**src/rtl/execute_pipe_if.sv**
```systemverilog
// Issue/result bundle between the operand-select front end and execute_pipe.
// The master drives instructions; the slave (execute stage) returns results and flags.
interface execute_pipe_if #(
  parameter int WIDTH = 24
);
  logic             flush;
  logic             in_valid;
  logic             in_ready;
  logic [3:0]       op;
  logic [1:0]       reg1_sel;
  logic [1:0]       reg2_sel;
  logic [WIDTH-1:0] reg1;
  logic [WIDTH-1:0] reg2;
  logic [WIDTH-1:0] mem_result;
  logic [WIDTH-1:0] wb_result;
  logic [WIDTH-1:0] imm;
  logic             flags_we;
  logic             out_valid;
  logic [WIDTH-1:0] alu_result;
  logic [3:0]       flags;

  modport master (
    output flush, in_valid, op, reg1_sel, reg2_sel, reg1, reg2,
           mem_result, wb_result, imm, flags_we,
    input  in_ready, out_valid, alu_result, flags
  );

  modport slave (
    input  flush, in_valid, op, reg1_sel, reg2_sel, reg1, reg2,
           mem_result, wb_result, imm, flags_we,
    output in_ready, out_valid, alu_result, flags
  );
endinterface

```
**src/rtl/execute_pipe.sv**
```systemverilog
// Execute stage: forwarding operand mux, single-cycle ALU with registered result/flags,
// and an iterative shift-add multiplier that holds off issue while it runs.
module execute_pipe #(
  parameter int WIDTH = 24,
  parameter int SH_W  = $clog2(WIDTH)
) (
  input logic           clk,
  input logic           rst,
  execute_pipe_if.slave bus
);
  localparam int               CNT_W    = $clog2(WIDTH);
  localparam logic [CNT_W-1:0] CNT_LAST = CNT_W'(WIDTH - 1);
  localparam logic [SH_W:0]    SH_LIM   = (SH_W + 1)'(WIDTH);

  localparam logic [3:0] OP_ADD = 4'd0,  OP_SUB = 4'd1,  OP_AND = 4'd2,
                         OP_OR  = 4'd3,  OP_XOR = 4'd4,  OP_SHL = 4'd5,
                         OP_SHR = 4'd6,  OP_SRA = 4'd7,  OP_MUL = 4'd8,
                         OP_CMP = 4'd9,  OP_MOV = 4'd10;

  typedef enum logic {S_IDLE, S_MUL} state_t;

  state_t           state_q;
  logic             in_ready_q, out_valid_q, fwe_q;
  logic [WIDTH-1:0] result_q, a_q, b_q, acc_q;
  logic [3:0]       flags_q;
  logic [CNT_W-1:0] cnt_q;

  logic [WIDTH-1:0] opa, opb, alu_res, mul_sum;
  logic             alu_c, alu_v, alu_rsv, sh_big;
  logic [SH_W-1:0]  sh;
  logic [WIDTH:0]   add_ext, sub_ext, shl_ext, shr_ext, sra_ext;

  always_comb begin
    case (bus.reg1_sel)
      2'd0:    opa = bus.reg1;
      2'd1:    opa = bus.mem_result;
      2'd2:    opa = bus.wb_result;
      default: opa = bus.imm;
    endcase
    case (bus.reg2_sel)
      2'd0:    opb = bus.reg2;
      2'd1:    opb = bus.mem_result;
      2'd2:    opb = bus.wb_result;
      default: opb = bus.imm;
    endcase
  end

  // Shifts carry an extra bit on the exit side so the last bit shifted out is C.
  assign sh      = opb[SH_W-1:0];
  assign sh_big  = {1'b0, sh} >= SH_LIM;
  assign add_ext = {1'b0, opa} + {1'b0, opb};
  assign sub_ext = {1'b0, opa} - {1'b0, opb};
  assign shl_ext = {1'b0, opa} << sh;
  assign shr_ext = {opa, 1'b0} >> sh;
  assign sra_ext = $signed({opa, 1'b0}) >>> sh;

  always_comb begin
    alu_res = '0;
    alu_c   = 1'b0;
    alu_v   = 1'b0;
    alu_rsv = 1'b0;
    case (bus.op)
      OP_ADD: begin
        alu_res = add_ext[WIDTH-1:0];
        alu_c   = add_ext[WIDTH];
        alu_v   = (opa[WIDTH-1] == opb[WIDTH-1]) && (add_ext[WIDTH-1] != opa[WIDTH-1]);
      end
      OP_SUB, OP_CMP: begin
        alu_res = sub_ext[WIDTH-1:0];
        alu_c   = ~sub_ext[WIDTH];
        alu_v   = (opa[WIDTH-1] != opb[WIDTH-1]) && (sub_ext[WIDTH-1] != opa[WIDTH-1]);
      end
      OP_AND: alu_res = opa & opb;
      OP_OR:  alu_res = opa | opb;
      OP_XOR: alu_res = opa ^ opb;
      OP_SHL: if (!sh_big) begin
        alu_res = shl_ext[WIDTH-1:0];
        alu_c   = shl_ext[WIDTH];
      end
      OP_SHR: if (!sh_big) begin
        alu_res = shr_ext[WIDTH:1];
        alu_c   = shr_ext[0];
      end
      OP_SRA: begin
        if (sh_big) alu_res = {WIDTH{opa[WIDTH-1]}};
        else begin
          alu_res = sra_ext[WIDTH:1];
          alu_c   = sra_ext[0];
        end
      end
      OP_MOV: alu_res = opb;
      OP_MUL: alu_res = '0;
      default: alu_rsv = 1'b1;
    endcase
  end

  // a_q shifts left and b_q right each iteration, so b_q[0] is always the current multiplier bit.
  assign mul_sum = acc_q + (b_q[0] ? a_q : '0);

  always_ff @(posedge clk or posedge rst) begin
    if (rst) begin
      state_q     <= S_IDLE;
      in_ready_q  <= 1'b1;
      out_valid_q <= 1'b0;
      result_q    <= '0;
      flags_q     <= '0;
      cnt_q       <= '0;
      a_q         <= '0;
      b_q         <= '0;
      acc_q       <= '0;
      fwe_q       <= 1'b0;
    end else begin
      out_valid_q <= 1'b0;
      case (state_q)
        S_IDLE: if (bus.in_valid && !bus.flush) begin
          if (bus.op == OP_MUL) begin
            a_q        <= opa;
            b_q        <= opb;
            acc_q      <= '0;
            cnt_q      <= '0;
            fwe_q      <= bus.flags_we;
            state_q    <= S_MUL;
            in_ready_q <= 1'b0;
          end else begin
            result_q    <= alu_res;
            out_valid_q <= 1'b1;
            if (bus.flags_we && !alu_rsv)
              flags_q <= {alu_res[WIDTH-1], alu_res == '0, alu_c, alu_v};
          end
        end
        S_MUL: begin
          if (bus.flush) begin
            state_q    <= S_IDLE;
            in_ready_q <= 1'b1;
            cnt_q      <= '0;
          end else if (cnt_q == CNT_LAST) begin
            result_q    <= mul_sum;
            out_valid_q <= 1'b1;
            if (fwe_q) flags_q <= {mul_sum[WIDTH-1], mul_sum == '0, 2'b00};
            state_q    <= S_IDLE;
            in_ready_q <= 1'b1;
            cnt_q      <= '0;
          end else begin
            acc_q <= mul_sum;
            a_q   <= a_q << 1;
            b_q   <= b_q >> 1;
            cnt_q <= cnt_q + CNT_W'(1);
          end
        end
        default: begin
          state_q    <= S_IDLE;
          in_ready_q <= 1'b1;
        end
      endcase
    end
  end

  assign bus.in_ready   = in_ready_q;
  assign bus.out_valid  = out_valid_q;
  assign bus.alu_result = result_q;
  assign bus.flags      = flags_q;
endmodule

```
**src/flat_wrapper.sv**
```systemverilog
// flat-port wrapper written by rule: the top's interface ports become plain ports
module execute_pipe_flat 
#(
  parameter int WIDTH = 24,
  parameter int SH_W  = $clog2(WIDTH)
)
  (clk, rst, bus_flush, bus_in_valid, bus_op, bus_reg1_sel, bus_reg2_sel, bus_reg1, bus_reg2, bus_mem_result, bus_wb_result, bus_imm, bus_flags_we, bus_in_ready, bus_out_valid, bus_alu_result, bus_flags);
  execute_pipe_if #(.WIDTH(WIDTH)) bus_i ();
  input logic clk;
  input logic rst;
  input wire logic [$bits(bus_i.flush)-1:0] bus_flush;
  input wire logic [$bits(bus_i.in_valid)-1:0] bus_in_valid;
  input wire logic [$bits(bus_i.op)-1:0] bus_op;
  input wire logic [$bits(bus_i.reg1_sel)-1:0] bus_reg1_sel;
  input wire logic [$bits(bus_i.reg2_sel)-1:0] bus_reg2_sel;
  input wire logic [$bits(bus_i.reg1)-1:0] bus_reg1;
  input wire logic [$bits(bus_i.reg2)-1:0] bus_reg2;
  input wire logic [$bits(bus_i.mem_result)-1:0] bus_mem_result;
  input wire logic [$bits(bus_i.wb_result)-1:0] bus_wb_result;
  input wire logic [$bits(bus_i.imm)-1:0] bus_imm;
  input wire logic [$bits(bus_i.flags_we)-1:0] bus_flags_we;
  output wire logic [$bits(bus_i.in_ready)-1:0] bus_in_ready;
  output wire logic [$bits(bus_i.out_valid)-1:0] bus_out_valid;
  output wire logic [$bits(bus_i.alu_result)-1:0] bus_alu_result;
  output wire logic [$bits(bus_i.flags)-1:0] bus_flags;
  assign bus_i.flush = bus_flush;
  assign bus_i.in_valid = bus_in_valid;
  assign bus_i.op = bus_op;
  assign bus_i.reg1_sel = bus_reg1_sel;
  assign bus_i.reg2_sel = bus_reg2_sel;
  assign bus_i.reg1 = bus_reg1;
  assign bus_i.reg2 = bus_reg2;
  assign bus_i.mem_result = bus_mem_result;
  assign bus_i.wb_result = bus_wb_result;
  assign bus_i.imm = bus_imm;
  assign bus_i.flags_we = bus_flags_we;
  assign bus_in_ready = bus_i.in_ready;
  assign bus_out_valid = bus_i.out_valid;
  assign bus_alu_result = bus_i.alu_result;
  assign bus_flags = bus_i.flags;
  execute_pipe #(.WIDTH(WIDTH), .SH_W(SH_W)) u_core (.clk(clk), .rst(rst), .bus(bus_i));
endmodule
```
**config.mk**
```make
export PLATFORM = sky130hd
export DESIGN_NAME = execute_pipe_flat
export DESIGN_NICKNAME = d
export VERILOG_FILES = /design/src/rtl/execute_pipe_if.sv /design/src/rtl/execute_pipe.sv /design/src/flat_wrapper.sv
export SDC_FILE = /design/constraint.sdc
export NUM_CORES = 1
export LEC_CHECK = 0
export BUFFER_PORTS_ARGS = -buffer_cell sky130_fd_sc_hd__buf_4
export CAP_MARGIN = 5
export CORE_MARGIN = 2
export CORE_UTILIZATION = 30
export DETAILED_ROUTE_END_ITERATION = 10
export GPL_TIMING_DRIVEN = 0
export PLACE_DENSITY = 0.55
export SLEW_MARGIN = 20
export SYNTH_ARGS = -nofsm -noshare
export SYNTH_HDL_FRONTEND = slang
export SYNTH_SLANG_ARGS = --single-unit
```
**constraint.sdc**
```tcl
create_clock -name clk -period 3.7 [get_ports clk]
set_clock_uncertainty 0.1 [all_clocks]
set_input_delay 0.74 -clock clk [delete_from_list [all_inputs] [get_ports clk]]
set_output_delay 0.74 -clock clk [all_outputs]
set_load 0.03 [all_outputs]
```
==> results.sh <==
export IMPL_antenna_found_initial=3
export IMPL_grt_use_total=0.314
export IMPL_start_util=0.304
export IMPL_ys_seq_area_frac=0.188
export IMPL_synth_area_leader_cell="dfrtp_1"
export IMPL_htree_levels=3
export IMPL_grt_overflow=0
export IMPL_rr_worst_depth=13
export IMPL_dieArea_um2=50200
export IMPL_port_buffers=157
export IMPL_max_slew_margin=0.155
export IMPL_via_count=16700
export IMPL_cp_endpoint="u_core.bus.flags[2]"
export IMPL_die_w_um=224
export IMPL_dieHeight_um=224
export IMPL_synthMostInstantiatedCell="nand2_1"
export IMPL_drt_total_wl_mm=81.2
export IMPL_grt_pass1_vias=16300
export IMPL_synth_edf_count=0
export IMPL_power_density_nw_per_um2=377
export IMPL_finalSetupViolCount=26
export IMPL_rows=80
export IMPL_timing_rr_start="u_core.b_q[0]"
export IMPL_hpwl_mm=62.5
export IMPL_cp_startpoint="bus_reg2_sel[0]"
export IMPL_cts_tree="built"
export IMPL_syn_to_final_growth_pct=35.3
export IMPL_ys_top_cells_by_count="211 x nand2_1, 158 x o21ai_0, 129 x mux2i_1, 121 x nor2_1, 108 x dfrtp_1"
export IMPL_cpLargestDelayFamily="simple AND/OR/NAND/NOR gates"
export IMPL_violations="setup timing"
export IMPL_syn_inst=1801
export IMPL_worstMarginPinSlew_ns=1.25
export IMPL_cpPeakStageDelay_ns=0.58
export IMPL_start_kind="input port"
export IMPL_drc_errors=0
export IMPL_antenna_left=0
export IMPL_layout_drive_gt1_share=0.317
export IMPL_timing_rr_end="u_core.bus.flags[2]"
export IMPL_worst_endpoint_arrival_ns=5.10
export IMPL_ys_async_sr_fraction=1.00
export IMPL_finalHoldViolCount=0
export IMPL_setup_slack_ns=-1.21
export IMPL_io_pins=163
export IMPL_ys_ff_latch=109
export IMPL_viasPerCell=6.20
export IMPL_rsz0062_at_grt="true"
export IMPL_post_route_period_util=1.33
export IMPL_cts_root_buf="clkbuf_16"
export IMPL_clock_fmax_ghz=0.204
export IMPL_crit_top_cell="buf_12"
export IMPL_slew_viol_final=0
export IMPL_cap_viol_max_count=0
export IMPL_crit_required_ns=3.89
export IMPL_crit_fanout=5
export IMPL_cts_buffers=9
export IMPL_syn_avg_cell_area_um2=8.07
export IMPL_grt_first_pass_wirelength_mm=116
export IMPL_hold_buffers=0
export IMPL_synth_nets=2034
export IMPL_cp_depth=20
export IMPL_crit_type="in2reg"
export IMPL_nets=2301
export IMPL_clock_latency_ns=0.37
export IMPL_cp_cell_sequence="buf_12, mux4_2, buf_8, buf_12, buf_12, buf_12, buf_12, ha_4, buf_6, o21bai_4, a311oi_2, nor3_2, o31ai_2, xnor2_1, a221o_1, or3_1, or4b_4, nor4_4, nand3_2, o211ai_2"
export IMPL_rrSetupSlack_ns=-0.44
export IMPL_critPathSlowestCell="or4b_4"
export IMPL_placed_cells=2579
export IMPL_place_congestion=1.03
export IMPL_ys_flop_type="dfrtp_1"
export IMPL_outcome="complete, but fails checks"
export IMPL_endpoint_kind="register"
export IMPL_drtIter0Drc=1679
export IMPL_yosys_area_top_type_share=0.186
export IMPL_core_area_um2=47700
export IMPL_grt_max_degree=34
export IMPL_cts_sinks=109
export IMPL_hold_class="in2async"
export IMPL_wire_per_inst_um=30.2
export IMPL_clock_path_buffers=2
export IMPL_p_leak_uw=0.00833
export IMPL_dp_slack_ns=-2.92
export IMPL_netlist_area_um2=14500
export IMPL_synth_area_leaders="dfrtp_1 19%, mux2i_1 8.9%, ha_1 8.4%"
export IMPL_total_power_uw=7410
export IMPL_firstDrtPassIters=5
export IMPL_final_cells=2689
export IMPL_ys_warn_count=0
export IMPL_path_clk_slew_ns=0.09
export IMPL_synth_cell_types=88
export IMPL_ir_drop_mv=0.202
export IMPL_period_minus_slack_ns=4.91
export IMPL_worstPathBufferInverterCount=7
## worst register-to-register path, cell delays in order, from the launching register on
cell	delay [ns]
dfrtp_1	0.44
and2_1	0.21
ha_1	0.28
fa_1	0.47
a211oi_1	0.23
nor2_1	0.14
o22a_1	0.27
a21o_1	0.20
a21oi_1	0.16
xor2_1	0.38
nor4b_1	0.37
nand4_1	0.14
or4_1	0.54
o211ai_2	0.15
## worst min-delay path by stage
| stage | startpoint | endpoint | slack, ns | cells past startpoint |
|---|---|---|---|---|
| after floorplan | u_core.acc_q[3] | u_core.acc_q[3] | 0.34 | 2 |
| after global placement | u_core.a_q[23] | u_core.a_q[23] | 0.36 | 2 |
| after detailed placement | u_core.acc_q[3] | u_core.acc_q[3] | 0.37 | 2 |
| after CTS | rst | u_core.acc_q[18] | 0.28 | 2 |
| after global routing | rst | u_core.acc_q[19] | 0.30 | 2 |
| final | rst | u_core.acc_q[18] | 0.27 | 2 |
## registers in the layout, summed over array words and instances (netlist names)
| signal | flops |
|---|---|
| u_core.cnt_q | 5 |
| u_core.bus.flags | 4 |
| u_core.bus.in_ready | 1 |
| u_core.a_q | 24 |
| u_core.b_q | 24 |
| u_core.state_q | 1 |
| u_core.bus.alu_result | 24 |
| u_core.acc_q | 24 |
| u_core.fwe_q | 1 |
| u_core.bus.out_valid | 1 |
## routing by layer
| layer | track usage | part of all wire | routed length, um |
|---|---|---|---|
| met5 | 0 | 0.00021 | 17 |
| met1 | 0.402 | 0.41 | 33300 |
| met2 | 0.502 | 0.45 | 36400 |
| met4 | 0.189 | 0.075 | 6090 |
| met3 | 0.0434 | 0.066 | 5320 |
## cell type report
class                   count  area [um^2]
multi-input cells        1465        12200
well taps                 615          769
repair buffers            267         2170
inverters                  82          328
diodes                      1         2.50
flip-flops and latches    109         2730
fillers                  4757        28100
plain buffers             134         1080
clock buffers               9          225
clock inverters             7          101
## where the power goes
part           internal, uW  switching, uW
sequential             1450            178
combinational          1860           2870
clock                   502            555
total                  3810           3600
## cells by family after synthesis
group,share of synthesized area
AOI/OAI and AO/OA,0.254
and+or+nand+nor,0.179
muxes,0.208
buffers and inverters,0.0651
DFF,0.188
adders and majority gates,0.0877
xor gates and xnor gates,0.0187
## per-stage QoR
| step | cell area [um^2] | setup TNS, ns | utilization | hold slack [ns] |
|---|---|---|---|---|
| detailed placement | 16900 | -52.47 | 0.354 | 0.365 |
| floorplan | 14800 | -13.94 | - | 0.343 |
| CTS | 19000 | -18.40 | 0.398 | 0.281 |
| global route | 19600 | -20.35 | 0.412 | 0.296 |
| global placement | 16800 | -182.61 | 0.352 | 0.364 |
| finish | 19700 | -18.47 | 0.412 | 0.272 |
## cells in the final DEF (no fill, tap or decap), types with 19 or more instances in the layout
cell type,netlist,final
nand2_1,211,204
o21ai_1,1,20
nand3_1,26,24
o22ai_1,28,26
mux2_2,47,35
a21oi_1,98,78
and2_1,31,31
dfrtp_1,108,108
ha_1,97,84
nor3_1,40,32
inv_1,77,74
a21o_1,20,19
o21ai_0,158,117
buf_4,1,248
xnor2_1,21,20
mux4_2,52,52
nor2_1,121,116
clkbuf_1,95,54
buf_12,0,21
o211ai_1,22,22
mux2i_1,129,121
buf_6,7,30
## what timing repair did
action                     4_1_cts  5_1_grt
gates cloned                     1        0
gates resized for setup        279      118
pin swaps                       75       72
buffers inserted                74       36
setup endpoints to repair       28       43
Power figures use the tool's default switching activity.
